===== config.mk =====
export PLATFORM = sky130hd
export DESIGN_NAME = mult_seq_ctrl
export DESIGN_NICKNAME = d
export VERILOG_FILES = /design/src/rtl/mult_seq_ctrl.sv
export SDC_FILE = /design/constraint.sdc
export NUM_CORES = 1
export LEC_CHECK = 0
export CAP_MARGIN = 20
export CORE_MARGIN = 3
export CORE_UTILIZATION = 55
export CTS_CLUSTER_SIZE = 28
export DETAILED_ROUTE_END_ITERATION = 12
export GPL_TIMING_DRIVEN = 0
export MAX_ROUTING_LAYER = met4
export PLACE_DENSITY_LB_ADDON = 0.25
export SLEW_MARGIN = 20
export SYNTH_ARGS = -nofsm -noshare
export SYNTH_HDL_FRONTEND = slang
export SYNTH_SLANG_ARGS = --single-unit

===== constraint.sdc =====
create_clock -name clk -period 4.94 [get_ports clk]
set_input_delay 0.988 -clock clk [delete_from_list [all_inputs] [get_ports clk]]
set_output_delay 0.988 -clock clk [all_outputs]
set_load 0.05 [all_outputs]

===== src/rtl/mult_seq_ctrl.sv =====
//==============================================================================
// Module      : mult_seq_ctrl
// Description : Signed 8x8 multiply sequencer with a multiplier handshake,
//               double-dabble BCD conversion and a display scroll window.
//               Optional macro BLANK_LEADING_ZERO_EN blanks leading zero digits.
// Revision    : 1.0 - initial release
//==============================================================================
`default_nettype none

module mult_seq_ctrl #(
    parameter int TIMEOUT = 63
) (
    input  logic        clk,
    input  logic        rst,
    input  logic        start,
    input  logic        SL,
    input  logic        SR,
    input  logic [7:0]  plicand,
    input  logic [7:0]  pliar,
    output logic [7:0]  m_a,
    output logic [7:0]  m_b,
    output logic        m_start,
    input  logic [15:0] m_product,
    input  logic        m_done,
    output logic        busy,
    output logic        done,
    output logic        sign,
    output logic [19:0] bcd,
    output logic        scroll,
    output logic        err
);

    typedef enum logic [2:0] {
        S_IDLE  = 3'd0,
        S_LOAD  = 3'd1,
        S_ISSUE = 3'd2,
        S_WAIT  = 3'd3,
        S_CONV  = 3'd4,
        S_DONE  = 3'd5
    } state_t;

    state_t      r_state;
    state_t      w_state_nxt;
    logic [7:0]  r_opa;
    logic [7:0]  r_opb;
    logic [7:0]  r_wait_cnt;
    logic [15:0] r_bin;
    logic [19:0] r_dd;
    logic [3:0]  r_bit_cnt;

    logic        w_start_ok;
    logic [8:0]  w_wait_inc;
    logic        w_timeout;
    logic [19:0] w_dd_adj;
    logic [19:0] w_dd_nxt;
    logic [15:0] w_bin_nxt;

    // Display formatting applied to every result loaded into bcd.
    function automatic logic [19:0] f_fmt(input logic [19:0] v);
        logic [19:0] res;
        res = v;
`ifdef BLANK_LEADING_ZERO_EN
        begin
            logic lead;
            lead = 1'b1;
            for (int i = 4; i >= 1; i--) begin
                if (lead && (v[4*i +: 4] == 4'd0)) begin
                    res[4*i +: 4] = 4'hF;
                end else begin
                    lead = 1'b0;
                end
            end
        end
`endif
        return res;
    endfunction

    assign w_start_ok = start && ((r_state == S_IDLE) || (r_state == S_DONE));
    assign w_wait_inc = {1'b0, r_wait_cnt} + 9'd1;
    assign w_timeout  = (w_wait_inc == 9'(TIMEOUT));

    always_comb begin
        w_dd_adj = r_dd;
        for (int i = 0; i < 5; i++) begin
            if (r_dd[4*i +: 4] >= 4'd5) begin
                w_dd_adj[4*i +: 4] = r_dd[4*i +: 4] + 4'd3;
            end
        end
        {w_dd_nxt, w_bin_nxt} = {w_dd_adj, r_bin} << 1;
    end

    always_ff @(posedge clk or negedge rst) begin
        if (!rst) begin
            r_state <= S_IDLE;
        end else begin
            r_state <= w_state_nxt;
        end
    end

    always_comb begin
        w_state_nxt = r_state;
        case (r_state)
            S_IDLE,
            S_DONE:  if (start) w_state_nxt = S_LOAD;
            S_LOAD:  w_state_nxt = S_ISSUE;
            S_ISSUE: w_state_nxt = S_WAIT;
            S_WAIT: begin
                if (m_done)         w_state_nxt = S_CONV;
                else if (w_timeout) w_state_nxt = S_DONE;
            end
            S_CONV:  if (r_bit_cnt == 4'd15) w_state_nxt = S_DONE;
            default: w_state_nxt = S_IDLE;
        endcase
    end

    always_ff @(posedge clk or negedge rst) begin
        if (!rst) begin
            r_opa      <= 8'd0;
            r_opb      <= 8'd0;
            r_wait_cnt <= 8'd0;
            r_bin      <= 16'd0;
            r_dd       <= 20'd0;
            r_bit_cnt  <= 4'd0;
            m_a        <= 8'd0;
            m_b        <= 8'd0;
            m_start    <= 1'b0;
            busy       <= 1'b0;
            done       <= 1'b0;
            sign       <= 1'b0;
            bcd        <= 20'd0;
            scroll     <= 1'b0;
            err        <= 1'b0;
        end else begin
            case (r_state)
                S_IDLE,
                S_DONE: begin
                    if (start) begin
                        r_opa <= plicand;
                        r_opb <= pliar;
                        err   <= 1'b0;
                        bcd   <= 20'd0;
                    end
                end
                S_LOAD: begin
                    // -128 negates to itself, which reads correctly as 0x80 unsigned.
                    m_a  <= r_opa[7] ? (~r_opa + 8'd1) : r_opa;
                    m_b  <= r_opb[7] ? (~r_opb + 8'd1) : r_opb;
                    sign <= r_opa[7] ^ r_opb[7];
                end
                S_ISSUE: r_wait_cnt <= 8'd0;
                S_WAIT: begin
                    r_wait_cnt <= w_wait_inc[7:0];
                    if (m_done) begin
                        r_bin     <= m_product;
                        r_dd      <= 20'd0;
                        r_bit_cnt <= 4'd0;
                    end else if (w_timeout) begin
                        err  <= 1'b1;
                        bcd  <= f_fmt(20'd0);
                        sign <= 1'b0;
                    end
                end
                S_CONV: begin
                    r_bin     <= w_bin_nxt;
                    r_dd      <= w_dd_nxt;
                    r_bit_cnt <= r_bit_cnt + 4'd1;
                    if (r_bit_cnt == 4'd15) begin
                        bcd <= f_fmt(w_dd_nxt);
                        if (w_dd_nxt == 20'd0) sign <= 1'b0;
                    end
                end
                default: ;
            endcase

            m_start <= (w_state_nxt == S_ISSUE);
            busy    <= (w_state_nxt == S_LOAD) || (w_state_nxt == S_ISSUE) ||
                       (w_state_nxt == S_WAIT) || (w_state_nxt == S_CONV);
            done    <= (w_state_nxt == S_DONE);

            // A new run always opens on the low window, overriding SL/SR.
            if (w_start_ok)       scroll <= 1'b0;
            else if (SL && !SR)   scroll <= 1'b1;
            else if (SR && !SL)   scroll <= 1'b0;
        end
    end

endmodule

`default_nettype wire


==> reports/metrics.yaml, run 1 <==
clocking:
  clk_pin_slew_ns: 0.10
  clk_latency_ns: 0.37
  htree_levels: 3
  root_buffer: "clkbuf_8"
  cts_max_path_buffers: 2
  holdBufCountCts: 0
  cts_tree: "built"
  cts_buffers: 9
  cts_resized: 0
  cts.sinks: 109
  cts_setup_buffers: 0
hold_path:
  hp-class: "register to register"
sta:
  post-route-period-util_pct: 52.14
  max_freq_mhz: 388.2
  fin_skew_ns: 0.01365
  finalHoldViolCount: 0
  setup_viol: 0
  tightest_slew_ns: 0.5570
  slew_headroom_pct: 62.75
  layout_min_cycle_time_ns: 2.576
  drv_slew: 0
  rsz0062_at_grt: "false"
placement:
  io_buffers: 78
  gp_congestion: 0.9402
  place_hpwl_mm: 8.778
setup_path:
  critical_path_class: "register to output pin"
  crit_chain: "clkdlybuf4s50_1"
  cp_data_arrival_time_ns: 1.59
  worstSetupEndpointType: "output pin"
  cp_max_fo: 2
  cp.buffers_inverters: 1
  cpPeakStageDelay_ns: 0.85
  critPathSlowestCell: "clkdlybuf4s50_1"
  required_ns: 3.95
  startpoint_type: "register"
  crit_family: "buffers and inverters"
floorplan:
  die_h_um: 106.4
  initial_core_util_pct: 56.76
  io_pins: 80
  die_w_um: 106.4
  core_um2: 9774
  rows: 36
  fp.dieArea_um2: 11330
detailed_routing:
  drt_first_pass_iters: 5
  drt-total-wl_mm: 12.04
  drc: 0
  drt_iter0_markers: 241
  routedWlPerCell_um: 15.78
  num_vias: 4245
  viasPerCell: 5.564
  drtAntennaViolNets: 0
grt:
  globalRouteTotalUtil_pct: 23.09
  grt_pass1_wl_mm: 20.29
  grt_start_max_net_pins: 72
  grt_pass1_vias: 4236
  antenna_found_initial: 0
  overflow: 0
final_layout:
  fin_util_pct: 68.56
  final_nets: 678
  layout-drive-gt1-share_pct: 11.27
  antenna_cells: 0
  final_common_cell: "dfrtp_1"
  layout_common_cells: "dfrtp_1, clkdlybuf4s50_1, o21ai_0"
  area_growth_pct: 20.79
synth:
  synth-edff-count: 0
  synth_top_flop_cell: "dfrtp_1"
  syn_area_um2: 5548
  yosysTopAreaCellShare_pct: 49.17
  synthTopCellsByArea: "dfrtp_1, mux2_4, o21ai_0"
  yosys_warnings: 0
  syn-num-nets: 588
  synth-seq-cells: 109
  yosysTopAreaCell: "dfrtp_1"
  ys_types: 52
  syn_inst: 535
  async_flop_share_pct: 100.0
  synth-seq-area-share_pct: 49.17
  syn_area_per_cell_um2: 10.37
power:
  power.total_uw: 3632
  vdd_ir_drop_max_mv: 0.4680
  pwr_density_cell_nw_per_um2: 542.0
  power.static_leakage_uw: 0.003193
outcome:
  status: "complete, no violations"
job:
  cap_violations: 0
## synth_stat cells, types with 5 or more instances
cell,number
mux2_4,18
dfrtp_1,109
nand2b_1,11
o21ai_0,52
xnor2_1,9
nor3_1,7
buf_6,5
a21oi_1,30
a22o_1,6
inv_1,20
nor2b_1,5
nor2_1,42
clkbuf_1,16
a21o_1,18
nand2_1,50
xor2_1,9
mux2_2,15
ha_1,15
mux2i_1,20
o31ai_1,5
a21boi_0,5
nand3_1,7
or3_1,5
nor3b_1,5
## layer usage
metal  wire (um)  vias up  track usage, %
met5           0        -               -
met3         671       20           5.707
met1        5140     2066           28.13
met2        6012      123           38.14
met4         216        0           7.397
li1            -     2036               -
## cell type report
type                       count  area [um^2]
buffer                        28        158.9
clock buffer                  12        145.1
clock inverter                 4        32.53
fill                         767         3073
inverter                      20        75.07
multi-input combinational    378         2586
sequential                   109         2728
tap                          133        166.4
timing repair buffer          79        809.5
## flip-flops by register name (all words and copies together), names as in the netlist, 3 cells and up
register	count
m_a	8
r_bit_cnt	4
r_state	3
bcd	20
r_dd	20
r_wait_cnt	8
r_opb	8
r_opa	8
r_bin	16
m_b	8
## kinds of logic (layout without fill, tap and decap cells)
logic type	after synthesis	count (layout)	synth area share (%)
and+or+nand+nor	152	152	13.08
AOI/OAI and AO/OA	140	140	15.79
DFF	109	109	49.17
muxes	53	53	11.52
buffers and inverters	48	143	4.217
xor gates and xnor gates	18	18	2.842
adders and majority gates	15	15	3.383
## per-stage QoR
stage                     cell area (um^2)  hold WS (ns)  std cells  setup slack (ns)  TNS, ns
after floorplan                       5548        0.4492        535             2.834        0
after global routing                  6701        0.5036        763             2.321        0
after detailed placement              6524        0.4724        747             2.129        0
final                                 6701        0.4846        763             2.364        0
after global placement                6495        0.4612        746            -1.259  -136.48
after CTS                             6701        0.4928        763             2.346        0
## worst paths after layout
kind | to | slack, ns | startpoint | depth (start not counted)
setup / recovery | sign | 2.36 | sign$_DFFE_PN0P_ | 1
min in group asynchronous | m_a[3]$_DFFE_PN0P_ | 0.51 | rst | 1
hold reg to reg | bcd[17]$_DFFE_PN0P_ | 0.48 | bcd[17]$_DFFE_PN0P_ | 1
hold / removal | bcd[17]$_DFFE_PN0P_ | 0.48 | bcd[17]$_DFFE_PN0P_ | 1
setup reg to reg | sign$_DFFE_PN0P_ | 2.54 | r_dd[0]$_DFFE_PN0P_ | 8
max in group asynchronous | r_dd[7]$_DFFE_PN0P_ | 3.79 | rst | 2
## power by group
part | internal (uW) | leakage (uW) | switching, uW
Combinational | 690 | 0.00170 | 1070
Sequential | 1160 | 0.00141 | 203
Clock | 201 | 0.0000832 | 301
Total | 2060 | 0.00319 | 1580
No activity file was read; power rests on OpenSTA's default activity.
==> inputs of run 2 (changes only) <==
- clock period: 4.94 -> 2.45 ns (I/O delays scaled with it)
==> run 2 against run 1 <==
First-iteration DRC count increased by 5.0%. Core utilization is 0.18 points higher. Die area unchanged. Critical endpoint is now sign$_DFFE_PN0P_. Largest cell class unchanged. Largest power group unchanged.
==> reports/metrics.yaml, run 2 (synthesized netlist as in run 1, its figures left out) <==
final_layout:
  layout-drive-gt1-share_pct: 11.75
  reg_top3: "bcd x20, r_dd x20, r_bin x16"
  final_nets: 678
  antenna_cells: 0
  final_common_cell: "dfrtp_1"
  layout_common_cells: "dfrtp_1, clkdlybuf4s50_1, o21ai_0"
  area_growth_pct: 21.11
  fill_cells: 766
  final_cells: 763
detailed_routing:
  drt_iter0_markers: 253
  drtAntennaViolNets: 0
  drt_first_pass_iters: 5
  drt-total-wl_mm: 12.11
  routedWlPerCell_um: 15.87
  num_vias: 4241
  met2_length_mm: 6.039
  top_layer: "met4"
  wl_met3_um: 705
  met1_length_mm: 5.136
  viasPerCell: 5.558
  drc: 0
floorplan:
  die_h_um: 106.4
  die_w_um: 106.4
  io_pins: 80
  initial_core_util_pct: 56.76
  rows: 36
  core_um2: 9774
  fp.dieArea_um2: 11330
sta:
  finalHoldViolCount: 0
  rsz0062_at_grt: "false"
  tightest_slew_ns: 0.5574
  fin_skew_ns: 0.01470
  post-route-period-util_pct: 92.60
  setup_viol: 0
  drv_slew: 0
  slew_headroom_pct: 62.72
  hold_slack_ns: 0.01246
  max_freq_mhz: 440.8
  layout_min_cycle_time_ns: 2.269
setup_path:
  startpoint_type: "register"
  r2r-end: "sign$_DFFE_PN0P_"
  cp_max_fo: 6
  reg2reg_slack_ns: 0.18
  r2r-start: "r_dd[0]$_DFFE_PN0P_"
  worstSetupEndpointType: "register"
  critical_path_class: "register to register"
  cp_data_arrival_time_ns: 2.53
  reg2regPathDepth: 8
  required_ns: 2.71
clocking:
  cts_max_path_buffers: 2
  cts.sinks: 109
  cts_tree: "built"
  root_buffer: "clkbuf_8"
  htree_levels: 3
  clk_latency_ns: 0.37
  cts_setup_buffers: 0
  clk_pin_slew_ns: 0.10
  cts_buffers: 9
job:
  cap_violations: 0
power:
  swShare_pct: 43.56
  vdd_ir_drop_max_mv: 0.9433
  comb_power_share_pct: 48.7
  switchingPower_uw: 3209
  pwr_density_cell_nw_per_um2: 1096
  power.static_leakage_uw: 0.003194
  seqPwrFrac_pct: 37.6
  p_int_uw: 4157
  clkPwrFrac_pct: 13.8
placement:
  io_buffers: 78
  dpl.cell_count: 747
  place_hpwl_mm: 8.778
  gp_congestion: 0.9402
grt:
  grt_start_max_net_pins: 72
  globalRouteTotalUtil_pct: 23.09
  grt_pass1_wl_mm: 20.29
  overflow: 0
  grt_pass1_vias: 4236
  antenna_found_initial: 0
outcome:
  status: "complete, no violations"
hold_path:
  hp-class: "input port to async pin"
-- run 2: worst max-delay path by stage --
| stage | start | end | cells past startpoint |
|---|---|---|---|
| 2_1_floorplan | r_dd[0]$_DFFE_PN0P_ | sign$_DFFE_PN0P_ | 8 |
| 3_3_place_gp | rst | r_bin[7]$_DFFE_PN0P_ | 1 |
| 3_5_place_dp | start | bcd[8]$_DFFE_PN0P_ | 7 |
| 4_1_cts | r_dd[0]$_DFFE_PN0P_ | sign$_DFFE_PN0P_ | 8 |
| 5_1_grt | r_dd[1]$_DFFE_PN0P_ | sign$_DFFE_PN0P_ | 8 |
| 6_report | r_dd[0]$_DFFE_PN0P_ | sign$_DFFE_PN0P_ | 8 |
-- run 2: power groups by stage --
stage	Clock (uW)	Combinational (uW)	Sequential, uW
floorplan	0	2040	3260
global placement	0	3440	2760
detailed placement	0	3550	2780
CTS	1040	3560	2760
global route	1130	3930	2840
finish	1010	3590	2770
-- run 2: per-layer routing --
layer	up-vias	track usage, %
li1	2042	-
met1	2055	28.13
met2	124	38.14
met3	20	5.707
met4	0	7.397
met5	-	-
-- run 2: area by class of cell --
cell class | instances | area (um^2) | share of cell area [%]
repair buffers | 79 | 809.5 | 12.05
clock inverters | 4 | 32.53 | 0.4842
inverters | 20 | 75.07 | 1.117
well taps | 133 | 166.4 | 2.477
flip-flops and latches | 109 | 2728 | 40.60
plain buffers | 28 | 158.9 | 2.365
clock buffers | 12 | 145.1 | 2.160
multi-input cells | 378 | 2604 | 38.75
-- run 2: repair_timing --
item,in CTS,in global routing
gates resized for setup,0,5
hold buffers,0,0
endpoints found under the setup margin,0,1
endpoints found under the hold margin,0,0
-- run 2: worst max-delay path: stages, from the launching register on --
cell	delay (ns)
dfrtp_1	0.46
inv_1	0.13
ha_1	0.24
nand2b_1	0.16
nor3b_1	0.20
a2111oi_2	0.37
nand4_1	0.18
o31ai_2	0.32
o211ai_1	0.11
-- run 2: stage by stage --
stage | setup TNS, ns | power [uW] | instance area, um^2 | setup WS, ns | util, %
after floorplan | 0 | 5297 | 5548 | 0.5518 | -
final | 0 | 7365 | 6719 | 0.1813 | 68.74
after CTS | 0 | 7365 | 6701 | 0.1170 | 68.56
after global routing | 0 | 7891 | 6719 | 0.04126 | 68.74
after detailed placement | 0 | 6328 | 6524 | 0.1367 | 66.74
after global placement | -353.60 | 6200 | 6495 | -3.251 | 66.45
